`config.mk`:
```
export PLATFORM = sky130hd
export DESIGN_NAME = jt12_pres_ctl
export DESIGN_NICKNAME = d
export VERILOG_FILES = /design/src/rtl/jt12_pres_ctl.sv
export SDC_FILE = /design/constraint.sdc
export NUM_CORES = 1
export LEC_CHECK = 0
export ABC_AREA = 0
export BUFFER_PORTS_ARGS = -buffer_cell sky130_fd_sc_hd__buf_2
export CORE_MARGIN = 1
export CORE_UTILIZATION = 55
export CTS_BUF_LIST = sky130_fd_sc_hd__clkbuf_4 sky130_fd_sc_hd__clkbuf_8
export DETAILED_ROUTE_END_ITERATION = 16
export GPL_TIMING_DRIVEN = 0
export MAX_ROUTING_LAYER = met4
export PLACE_DENSITY_LB_ADDON = 0.05
export SKIP_LAST_GASP = 1
export SLEW_MARGIN = 10
export SYNTH_ARGS = -nofsm -noshare
export SYNTH_HDL_FRONTEND = slang
export SYNTH_SLANG_ARGS = --single-unit
```
`constraint.sdc`:
```
create_clock -name clk -period 4.6 [get_ports clk]
set_input_delay 0.46 -clock clk [delete_from_list [all_inputs] [get_ports clk]]
set_output_delay 0.46 -clock clk [all_outputs]
set_load 0.01 [all_outputs]
```
`src/rtl/jt12_pres_ctl.sv`:
```
// Prescaler command controller: merges 2D/2E/2F writes into a divider
// setting and applies it on a clk_en_in boundary, with settle/queue.
module jt12_pres_ctl #(
  parameter int FIXED_DIV   = 0,
  parameter int SETTLE_CEN  = 12,
  parameter int TIMEOUT_CEN = 15
) (
  input  logic       clk,
  input  logic       rst_n,
  input  logic       cen,
  input  logic       wr,
  input  logic       a0,
  input  logic       part,
  input  logic [7:0] din,
  input  logic       clk_en_in,
  output logic [1:0] div_setting,
  output logic       chg,
  output logic       busy
);

  localparam int TW = $clog2(TIMEOUT_CEN + 1);
  localparam int SW = $clog2(SETTLE_CEN + 1);
  localparam logic [TW-1:0] TLAST = TW'(TIMEOUT_CEN - 1);
  localparam logic [SW-1:0] SLAST = SW'(SETTLE_CEN - 1);

  typedef enum logic [1:0] {
    IDLE,
    PEND,
    SETTLE
  } st_t;

  st_t           st_q, st_d;
  logic [1:0]    div_q, div_d;
  logic [1:0]    tgt_q, tgt_d;
  logic [1:0]    qtgt_q, qtgt_d;
  logic          queue_q, queue_d;
  logic          chg_q, chg_d;
  logic [TW-1:0] tmo_q, tmo_d;
  logic [SW-1:0] scnt_q, scnt_d;

  logic       cmd;
  logic       apply;
  logic       sdone;
  logic       qany;
  logic [1:0] ptgt;
  logic [1:0] qnew;

  function automatic logic [1:0] merge(
    input logic [1:0] b,
    input logic [1:0] c
  );
    unique case (1'b1)
      c == 2'b01: merge = b | 2'b10;
      c == 2'b10: merge = b | 2'b01;
      default:    merge = 2'b00;
    endcase
  endfunction

  assign cmd = (FIXED_DIV == 0) && wr && !a0 && !part &&
               (din == 8'h2D || din == 8'h2E || din == 8'h2F);

  // Pending target and queue target already include a same-clk command
  assign ptgt  = cmd ? merge(tgt_q, din[1:0]) : tgt_q;
  assign qnew  = cmd ? merge(queue_q ? qtgt_q : tgt_q, din[1:0])
                     : qtgt_q;
  assign qany  = queue_q | cmd;
  assign apply = clk_en_in | (cen & (tmo_q == TLAST));
  assign sdone = cen & (scnt_q == SLAST);

  always_ff @(posedge clk or negedge rst_n) begin
    if (!rst_n) begin
      st_q    <= IDLE;
      div_q   <= 2'b10;
      tgt_q   <= 2'b00;
      qtgt_q  <= 2'b00;
      queue_q <= 1'b0;
      chg_q   <= 1'b0;
      tmo_q   <= '0;
      scnt_q  <= '0;
    end else begin
      st_q    <= st_d;
      div_q   <= div_d;
      tgt_q   <= tgt_d;
      qtgt_q  <= qtgt_d;
      queue_q <= queue_d;
      chg_q   <= chg_d;
      tmo_q   <= tmo_d;
      scnt_q  <= scnt_d;
    end
  end

  always_comb begin
    st_d    = st_q;
    div_d   = div_q;
    tgt_d   = tgt_q;
    qtgt_d  = qtgt_q;
    queue_d = queue_q;
    chg_d   = 1'b0;
    tmo_d   = tmo_q;
    scnt_d  = scnt_q;
    unique case (st_q)
      IDLE: begin
        if (cmd) begin
          tgt_d = merge(div_q, din[1:0]);
          tmo_d = '0;
          st_d  = PEND;
        end
      end
      PEND: begin
        tgt_d = ptgt;
        if (apply) begin
          div_d  = ptgt;
          chg_d  = (ptgt != div_q);
          scnt_d = '0;
          st_d   = SETTLE;
        end else if (cen && tmo_q != TLAST) begin
          tmo_d = tmo_q + 1'b1;
        end
      end
      SETTLE: begin
        if (cmd) begin
          qtgt_d  = qnew;
          queue_d = 1'b1;
        end
        if (cen && scnt_q != SLAST) begin
          scnt_d = scnt_q + 1'b1;
        end
        if (sdone) begin
          if (qany) begin
            tgt_d   = qnew;
            queue_d = 1'b0;
            tmo_d   = '0;
            st_d    = PEND;
          end else begin
            st_d = IDLE;
          end
        end
      end
      default: st_d = IDLE;
    endcase
  end

  always_comb begin
    div_setting = div_q;
    chg         = chg_q;
    busy        = (st_q != IDLE);
  end

endmodule
```
==> results of run 1 <==
## routing by layer
layer / up-vias / wire length [um] / track usage
met5: - / 0 / -
met4: 0 / 28 / 0.0857
met3: 4 / 61 / 0.0455
met2: 11 / 1220 / 0.396
met1: 509 / 1180 / 0.282
li1: 532 / - / -
## registers in the layout (all words and copies together), names as in the netlist
signal,count
div_setting,2
scnt_q,4
queue_q,1
chg,1
tgt_q,2
st_q,2
qtgt_q,2
tmo_q,4
## cells by family after synthesis
family          after synthesis  share of synthesized area
fa+ha+maj                    11                      0.108
xor+xnor                      4                     0.0274
buf+inv                      13                     0.0509
simple gates                 40                      0.182
compound gates               38                      0.196
mux                           9                     0.0832
flops                        18                      0.353
## cell type report
cell class                      count  area share
Multi-Input combinational cell    102       0.529
Sequential cell                    18       0.314
Timing Repair Buffer               18      0.0626
Clock buffer                        4      0.0252
Tap cell                           28      0.0243
Inverter                            9      0.0235
Buffer                              4      0.0217
## worst max-delay path, cell delays in order
cell	delay, ns
buf_2	0.10
inv_1	0.05
ha_1	0.24
nor3_1	0.18
and4b_1	0.22
buf_6	0.14
mux2_4	0.29
a311oi_1	0.28
a21oi_1	0.10
## placed cells by master (no fill, tap or decap), types with 3 or more instances in the layout
master and count:
nor2_1 4, inv_1 9, nand3_1 6, clkbuf_4 3
nor3_1 3, a22o_1 4, ha_1 11, buf_2 19
nor2b_1 3, mux2_2 5, nand2b_1 3, nand2_1 9
dfrtp_1 17, and3_1 3, o21ai_0 8, a21oi_1 13
## worst min-delay path by stage
| stage | end | depth (start not counted) |
|---|---|---|
| finish | tmo_q[2] | 1 |
| global route | tmo_q[0] | 1 |
| CTS | tmo_q[2] | 1 |
| detailed placement | tmo_q[3] | 1 |
| global placement | tmo_q[2] | 1 |
| floorplan | chg | 0 |
## cell usage after synthesis (all sizes together) (2+ instances only)
cell / number
a21oi: 13
o21ai: 11
xnor2: 2
nor2b: 3
nand2b: 3
buf: 3
dfrtp: 17
a22o: 4
nor2: 4
nand3: 6
and3: 3
a311oi: 2
mux2: 7
a41oi: 2
inv: 9
xor2: 2
mux2i: 2
or3: 2
nand2: 9
ha: 11
nor3: 3
## metrics by stage
step / instances / hold slack (ns) / total power [W]
final: 183 / 0.0654 / 0.000694
after global routing: 183 / 0.0897 / 0.000757
after detailed placement: 179 / 0.419 / 0.000596
after floorplan: 133 / 0.164 / 0.000507
after CTS: 183 / 0.0796 / 0.000698
after global placement: 179 / 0.414 / 0.000587
## where the power goes
part | internal (W) | switching (W) | leakage (nW)
sequential | 0.000205 | 0.0000445 | 0.233
clock | 0.0000483 | 0.0000511 | 0.0210
combinational | 0.000152 | 0.000192 | 0.438
==> flow_metrics.env, run 1 <==
export IMPL_die_area_um2=2520
export IMPL_drive_above_1_share=0.245
export IMPL_ctsResizeCount=0
export IMPL_hold_buffers=0
export IMPL_final_util=0.657
export IMPL_post_dp_hpwl_mm=1.95
export IMPL_grt_max_degree=19
export IMPL_netlist_area_um2=1280
export IMPL_placed_cell_area_um2=1400
export IMPL_endpoint="tgt_q[0]"
export IMPL_io_pins=19
export IMPL_post_cts_setup_buffer_count=0
export IMPL_syn_avg_cell_area_um2=9.61
export IMPL_timing_rr_start="st_q[0]"
export IMPL_ir_worst_vdd_mv=0.301
export IMPL_antenna_found_initial=0
export IMPL_vias_per_cell=5.77
export IMPL_maxCapViolCount=0
export IMPL_yosysWarnings=0
export IMPL_overflow=0
export IMPL_grt_pass1_vias=1019
export IMPL_routed_wl_mm=2.49
export IMPL_netlist_instances=133
export IMPL_cts_root_buf="clkbuf_4"
export IMPL_r2r_end="scnt_q[3]"
export IMPL_hold_class="input port to asynchronous set/reset pin"
export IMPL_die_w_um=50.2
export IMPL_crit_fanout=6
export IMPL_core_area_um2=2190
export IMPL_fin_tns_setup_ns=0
export IMPL_drv_slew=0
export IMPL_tightest_slew_ns=0.433
export IMPL_netlist_top_cells_area="dfrtp_1, ha_1, a21oi_1"
export IMPL_avgRoutedWirePerCell_um=13.6
export IMPL_ff_latch_area_um2=452
export IMPL_cts_made_buffers=3
export IMPL_async_flop_share=1.00
export IMPL_num_vias=1056
export IMPL_multi_input_area_um2=762
export IMPL_ys_seq_area_frac=0.353
export IMPL_p_per_area_nw_per_um2=482
export IMPL_status="complete, no violations"
export IMPL_period_minus_slack_ns=1.86
export IMPL_hold_viol=0
export IMPL_final_nets=182
export IMPL_start_util=0.584
export IMPL_max_slew_margin=0.711
export IMPL_worstSetupStartpoint="din[1]"
export IMPL_drcViolationCount=0
export IMPL_n_antenna_cell=0
export IMPL_rows=17
export IMPL_skew_ns=0.0100
export IMPL_max_freq_mhz=538
export IMPL_setup_viol=0
export IMPL_ys_types=40
export IMPL_ys_seq_elements=18
export IMPL_startpoint_type="input port"
export IMPL_clkTransAtPathRegs_ns=0.11
export IMPL_end_kind="flop"
export IMPL_synth_nets=159
export IMPL_fin_crit_sh=0.404
export IMPL_rsz0062_at_grt="false"
export IMPL_die_y_um=50.2
export IMPL_antenna_left=0
export IMPL_drt_iter0_drc=19
export IMPL_design_area_um2=1440
export IMPL_r2r_cells=7
export IMPL_worstPathArrival_ns=2.05
export IMPL_worstPathRequired_ns=4.79
export IMPL_worstSetupPathType="input port to flop"
export IMPL_grt_pass1_wl_mm=4.34
export IMPL_port_buffer_count=18
export IMPL_fillCellCount=194
export IMPL_p_leak_nw=0.691
export IMPL_synth_edff_count=0
export IMPL_cts_htree_levels=1
export IMPL_clockBufferDepth=2
export IMPL_cts_tree="built"
export IMPL_first_pass_iters=4
export IMPL_cts_num_sinks=18
export IMPL_synth_ff_type="dfrtp_1"
export IMPL_syn2layout_area_growth_pct=12.6
export IMPL_synth_largest_area_cell="dfrtp_1"
export IMPL_synth_top_cell_area_share=0.333
export IMPL_pre_cts_ws_ns=2.42
export IMPL_track_usage=0.237
export IMPL_worstSkewPairLatency_ns=0.30
export IMPL_fin_ws_ns=2.74
export IMPL_gp_congestion=0.820
export IMPL_rrSetupSlack_ns=2.80
No activity file was read; power rests on OpenSTA's default activity.
==> run 2, diff against run 1 <==
==> constraint.sdc (replaced) <==
create_clock -name clk -period 1.9 [get_ports clk]
set_input_delay 0.19 -clock clk [delete_from_list [all_inputs] [get_ports clk]]
set_output_delay 0.19 -clock clk [all_outputs]
set_load 0.01 [all_outputs]
==> run 2 against run 1 <==
Clock skew hardly changed; sequential power is 140% higher; worst hold slack better by 0.084 ns; core utilization is 0.51 points higher; wire length is 0.80% higher; first-iteration DRC count is 5.3% lower; critical endpoint is now scnt_q[2]; final cell count is 0.55% higher; critical path depth is 2 lower; final area is 0.78% higher; via count is 0.38% higher; combinational power is 140% higher.
==> flow_metrics.env, run 2 (synthesis results as in run 1) <==
export IMPL_core_area_um2=2190
export IMPL_startpoint_type="flop"
export IMPL_cts_root_buf="clkbuf_4"
export IMPL_antenna_left=0
export IMPL_skew_ns=0.0100
export IMPL_ir_worst_vdd_mv=0.699
export IMPL_ff_latch_area_um2=452
export IMPL_grt_max_degree=19
export IMPL_die_area_um2=2520
export IMPL_p_leak_nw=0.699
export IMPL_period_minus_slack_ns=1.76
export IMPL_fillCellCount=194
export IMPL_first_pass_iters=4
export IMPL_drive_above_1_share=0.250
export IMPL_clockBufferDepth=2
export IMPL_post_cts_setup_buffer_count=0
export IMPL_overflow=0
export IMPL_syn2layout_area_growth_pct=13.5
export IMPL_final_nets=183
export IMPL_end_kind="flop"
export IMPL_layout_cells_non_filler=184
export IMPL_worstSetupStartpoint="tmo_q[0]"
export IMPL_port_buffer_count=18
export IMPL_track_usage=0.237
export IMPL_crit_fanout=5
export IMPL_drv_slew=0
export IMPL_io_pins=19
export IMPL_rrSetupSlack_ns=0.14
export IMPL_cts_num_sinks=18
export IMPL_cts_made_buffers=3
export IMPL_clkTransAtPathRegs_ns=0.11
export IMPL_multi_input_area_um2=762
export IMPL_drcViolationCount=0
export IMPL_routed_wl_mm=2.51
export IMPL_setup_viol=0
export IMPL_fin_crit_sh=0.925
export IMPL_final_common_cell="buf_2"
export IMPL_hold_class="input port to flop"
export IMPL_r2r_cells=7
export IMPL_drt_iter0_drc=18
export IMPL_most_common_layout_cells="buf_2, dfrtp_1, a21oi_1, ha_1"
export IMPL_min_to="queue_q"
export IMPL_antenna_found_initial=0
export IMPL_max_slew_margin=0.730
export IMPL_rsz0062_at_grt="false"
export IMPL_grt_pass1_vias=1019
export IMPL_max_freq_mhz=569
export IMPL_die_y_um=50.2
export IMPL_hold_viol=0
export IMPL_tightest_slew_ns=0.405
export IMPL_n_antenna_cell=0
export IMPL_dp_cells=179
export IMPL_worstHoldStart="cen"
export IMPL_post_dp_hpwl_mm=1.95
export IMPL_reg_largest_list="scnt_q: 4 flops, tmo_q: 4 flops"
export IMPL_worstPathRequired_ns=2.09
export IMPL_start_util=0.584
export IMPL_p_per_area_nw_per_um2=1160
export IMPL_fin_tns_setup_ns=0
export IMPL_gp_congestion=0.820
export IMPL_die_w_um=50.2
export IMPL_r2r_end="scnt_q[2]"
export IMPL_rows=17
export IMPL_grt_pass1_wl_mm=4.34
export IMPL_cts_htree_levels=1
export IMPL_worstSetupPathType="flop to flop"
export IMPL_cts_tree="built"
export IMPL_num_vias=1060
export IMPL_maxCapViolCount=0
export IMPL_avgRoutedWirePerCell_um=13.6
export IMPL_worstSkewPairLatency_ns=0.30
export IMPL_status="complete, no violations"
export IMPL_hold_depth=2
export IMPL_finalPower_w=0.00169
export IMPL_vias_per_cell=5.76
export IMPL_timing_rr_start="tmo_q[0]"
export IMPL_worstPathArrival_ns=1.95
run 2: cell count changes in the layout (fill, tap and decap cells not counted):
cell	change
clkbuf_2	+1
dlygate4sd3_1	+1
clkbuf_1	-1
run 2: per-layer routing:
| metal | part of all wire | vias to the layer above | GRT usage |
|---|---|---|---|
| li1 | - | 533 | - |
| met1 | 0.47 | 510 | 0.282 |
| met2 | 0.49 | 13 | 0.396 |
| met3 | 0.026 | 4 | 0.0455 |
| met4 | 0.011 | 0 | 0.0857 |
| met5 | 0 | - | - |
run 2: metrics by stage:
step / hold slack (ns) / area [um2] / util / worst slack [ns]
floorplan: -0.106 / 1280 / - / 0.219
detailed placement: 0.149 / 1400 / 0.641 / -0.00923
CTS: 0.143 / 1450 / 0.662 / 0.118
global placement: 0.144 / 1400 / 0.641 / 0.00715
finish: 0.150 / 1450 / 0.662 / 0.143
global route: 0.148 / 1450 / 0.662 / 0.0299
run 2: layout make-up:
cell class / count / area share
Tap cell: 28 / 0.0241
Sequential cell: 18 / 0.311
Multi-Input combinational cell: 102 / 0.525
Timing Repair Buffer: 19 / 0.0690
Buffer: 4 / 0.0224
Clock buffer: 4 / 0.0250
Inverter: 9 / 0.0233
run 2: worst max-delay path by stage:
| stage | to | slack (ns) | cells after the start |
|---|---|---|---|
| finish | scnt_q[2] | 0.14 | 7 |
| global route | tmo_q[3] | 0.03 | 7 |
| CTS | scnt_q[3] | 0.12 | 7 |
| detailed placement | tgt_q[0] | -0.009 | 9 |
| global placement | tgt_q[1] | 0.007 | 9 |
| floorplan | tgt_q[0] | 0.22 | 8 |
run 2: worst max-delay path, stage by stage, from the launching register on:
cell     delay, ns
dfrtp_1       0.44
inv_1         0.08
ha_1          0.21
a41o_1        0.27
or2_2         0.33
nand3_1       0.11
xor2_1        0.15
nor2_1        0.05
run 2: repair_timing:
item                                    in CTS  in global routing
gates resized for setup                      0                  2
endpoints found under the hold margin       17                  0
hold buffers                                 1                  0
endpoints found under the setup margin       0                  3
run 2: power by group:
part           internal [W]  switching [W]
clock              0.000117       0.000124
sequential         0.000497       0.000108
combinational      0.000372       0.000471
total              0.000986       0.000703
==> run 3, diff against run 2 <==
--- a/config.mk
+++ b/config.mk
@@ -7,6 +7,7 @@
 export LEC_CHECK = 0
 export ABC_AREA = 0
 export BUFFER_PORTS_ARGS = -buffer_cell sky130_fd_sc_hd__buf_2
+export CORE_ASPECT_RATIO = 0.8
 export CORE_MARGIN = 1
 export CORE_UTILIZATION = 55
 export CTS_BUF_LIST = sky130_fd_sc_hd__clkbuf_4 sky130_fd_sc_hd__clkbuf_8
==> run 3 against run 2 <==
Combinational power rose by 5.9%; core utilization is 1.7 points higher; final area is 2.0% higher; worst hold slack gained 0.020 ns; non-clock buffer count grew 3; via count up 2.0%; sequential cell count is the same; critical path type unchanged; wire length about the same; final cell count is the same; global-route usage decreased by 1.1 points; largest cell class unchanged; total power is 2.1% higher.
==> flow_metrics.env, run 3 (synthesis results as in run 1) <==
export IMPL_rsz0062_at_grt="false"
export IMPL_worstHoldStart="cen"
export IMPL_final_nets=186
export IMPL_comb_power_share=0.519
export IMPL_crit_buf_inv=0
export IMPL_end_kind="flop"
export IMPL_worstSkewPairLatency_ns=0.29
export IMPL_vias_per_cell=5.88
export IMPL_hold_viol=0
export IMPL_switching_share=0.410
export IMPL_first_pass_iters=4
export IMPL_port_buffer_count=18
export IMPL_start_util=0.587
export IMPL_power_internal_w=0.00102
export IMPL_final_util=0.680
export IMPL_routed_wl_mm=2.51
export IMPL_track_usage=0.226
export IMPL_antenna_left=0
export IMPL_io_pins=19
export IMPL_worstSetupPathType="flop to flop"
export IMPL_ir_worst_vdd_mv=0.623
export IMPL_p_sw_w=0.000707
export IMPL_r2r_end="scnt_q[2]"
export IMPL_period_minus_slack_ns=1.73
export IMPL_fin_crit_sh=0.912
export IMPL_dr_max_layer_used="met4"
export IMPL_status="complete, no violations"
export IMPL_min_to="queue_q"
export IMPL_wl_met2_mm=1.12
export IMPL_cts_htree_levels=1
export IMPL_m1WireLength_mm=1.28
export IMPL_clock_power_share=0.136
export IMPL_grt_pass1_wl_mm=4.22
export IMPL_die_area_um2=2520
export IMPL_grt_max_degree=19
export IMPL_setup_viol=0
export IMPL_tightest_slew_ns=0.405
export IMPL_cp_cell_sequence="ha_1, a41o_1, or2_2, nand3_1, xor2_1, nor2_1"
export IMPL_p_per_area_nw_per_um2=1160
export IMPL_num_vias=1081
export IMPL_p_leak_nw=0.717
export IMPL_worstPathRequired_ns=2.08
export IMPL_gp_congestion=0.858
export IMPL_cts_root_buf="clkbuf_4"
export IMPL_maxCapViolCount=0
export IMPL_die_w_um=55.9
export IMPL_hold_depth=2
export IMPL_overflow=0
export IMPL_rows=15
export IMPL_hold_class="input port to flop"
export IMPL_clkTransAtPathRegs_ns=0.11
export IMPL_slowest_stage="dfrtp_1"
export IMPL_reg_largest_list="scnt_q: 4 flops, tmo_q: 4 flops"
export IMPL_seqPwrFrac=0.345
export IMPL_rrSetupSlack_ns=0.17
export IMPL_drt_iter0_drc=26
export IMPL_avgRoutedWirePerCell_um=13.6
export IMPL_grt_pass1_vias=997
export IMPL_post_dp_hpwl_mm=1.95
export IMPL_worstPathArrival_ns=1.92
export IMPL_wl_met3_um=83
export IMPL_cp_top_family="simple AND/OR/NAND/NOR gates"
export IMPL_clockBufferDepth=2
export IMPL_timing_hold_ws_ns=0.170
export IMPL_drive_above_1_share=0.277
export IMPL_cts_num_sinks=18
export IMPL_max_slew_margin=0.730
export IMPL_timing_rr_start="tmo_q[1]"
export IMPL_antenna_found_initial=0
export IMPL_drv_slew=0
export IMPL_most_common_layout_cells="buf_2, dfrtp_1, a21oi_1, ha_1"
export IMPL_cts_tree="built"
export IMPL_r2r_cells=6
export IMPL_n_antenna_cell=0
export IMPL_crit_fanout=5
export IMPL_final_common_cell="buf_2"
export IMPL_skew_ns=0.00923
export IMPL_max_freq_mhz=577
export IMPL_slowest_delay_ns=0.45
export IMPL_die_y_um=45.1
export IMPL_startpoint_type="flop"
export IMPL_drcViolationCount=0
export IMPL_syn2layout_area_growth_pct=15.8
export IMPL_cts_made_buffers=3
export IMPL_core_area_um2=2180
run 3: changes by cell type in the layout (fill, tap and decap cells not counted):
cell,previous run,this run
o22ai_2,0,1
clkbuf_4,3,4
buf_2,19,18
buf_4,0,3
dfrtp_2,0,1
dfrtp_1,17,16
o22ai_1,1,0
run 3: power by group through the flow:
stage | clock, W | sequential (W) | combinational (W)
detailed placement | 0 | 0.000606 | 0.000844
finish | 0.000235 | 0.000595 | 0.000894
global route | 0.000253 | 0.000610 | 0.000998
global placement | 0 | 0.000603 | 0.000817
CTS | 0.000242 | 0.000600 | 0.000846
floorplan | 0 | 0.000595 | 0.000632
run 3: worst max-delay path by stage:
stage | start | endpoint | depth (start not counted)
after global placement | din[0] | tgt_q[1] | 9
after CTS | st_q[0] | scnt_q[2] | 7
final | tmo_q[1] | scnt_q[2] | 6
after global routing | st_q[1] | scnt_q[2] | 8
after floorplan | din[0] | tgt_q[0] | 8
after detailed placement | din[0] | tgt_q[1] | 9
run 3: worst reg2reg max path, cell delays in order (launching register included):
cell,delay [ns]
dfrtp_1,0.45
ha_1,0.23
a41o_1,0.27
or2_2,0.34
nand3_1,0.12
xor2_1,0.15
nor2_1,0.06
run 3: layout make-up:
type                       count  area [um2]
inverter                       9        33.8
buffer                         4        35.0
sequential                    18         453
fill                         175         697
tap                           25        31.3
timing repair buffer          22         123
multi-input combinational    102         768
clock buffer                   4        36.3
run 3: metal layers:
layer  GRT usage  vias to the layer above
met1       0.289                      522
met5           -                        -
met4      0.0732                        0
met3      0.0573                        4
li1            -                      536
met2       0.359                       19
run 3: metrics by stage:
stage | power, W | worst slack (ns) | TNS (ns) | instance area, um2 | cells
floorplan | 0.00123 | 0.219 | 0 | 1280 | 133
detailed placement | 0.00145 | -0.0327 | -0.0477 | 1400 | 176
finish | 0.00172 | 0.166 | 0 | 1480 | 184
global placement | 0.00142 | -0.0167 | -0.0167 | 1400 | 176
global route | 0.00186 | 0.0313 | 0 | 1480 | 184
CTS | 0.00169 | 0.103 | 0 | 1450 | 181
run 3: timing repair:
item                                   4_1_cts  5_1_grt
setup endpoints to repair                    0        4
endpoints found under the hold margin       17        0
gates resized for setup                      0        5
buffers inserted                             0        3
hold buffers                                 1        0
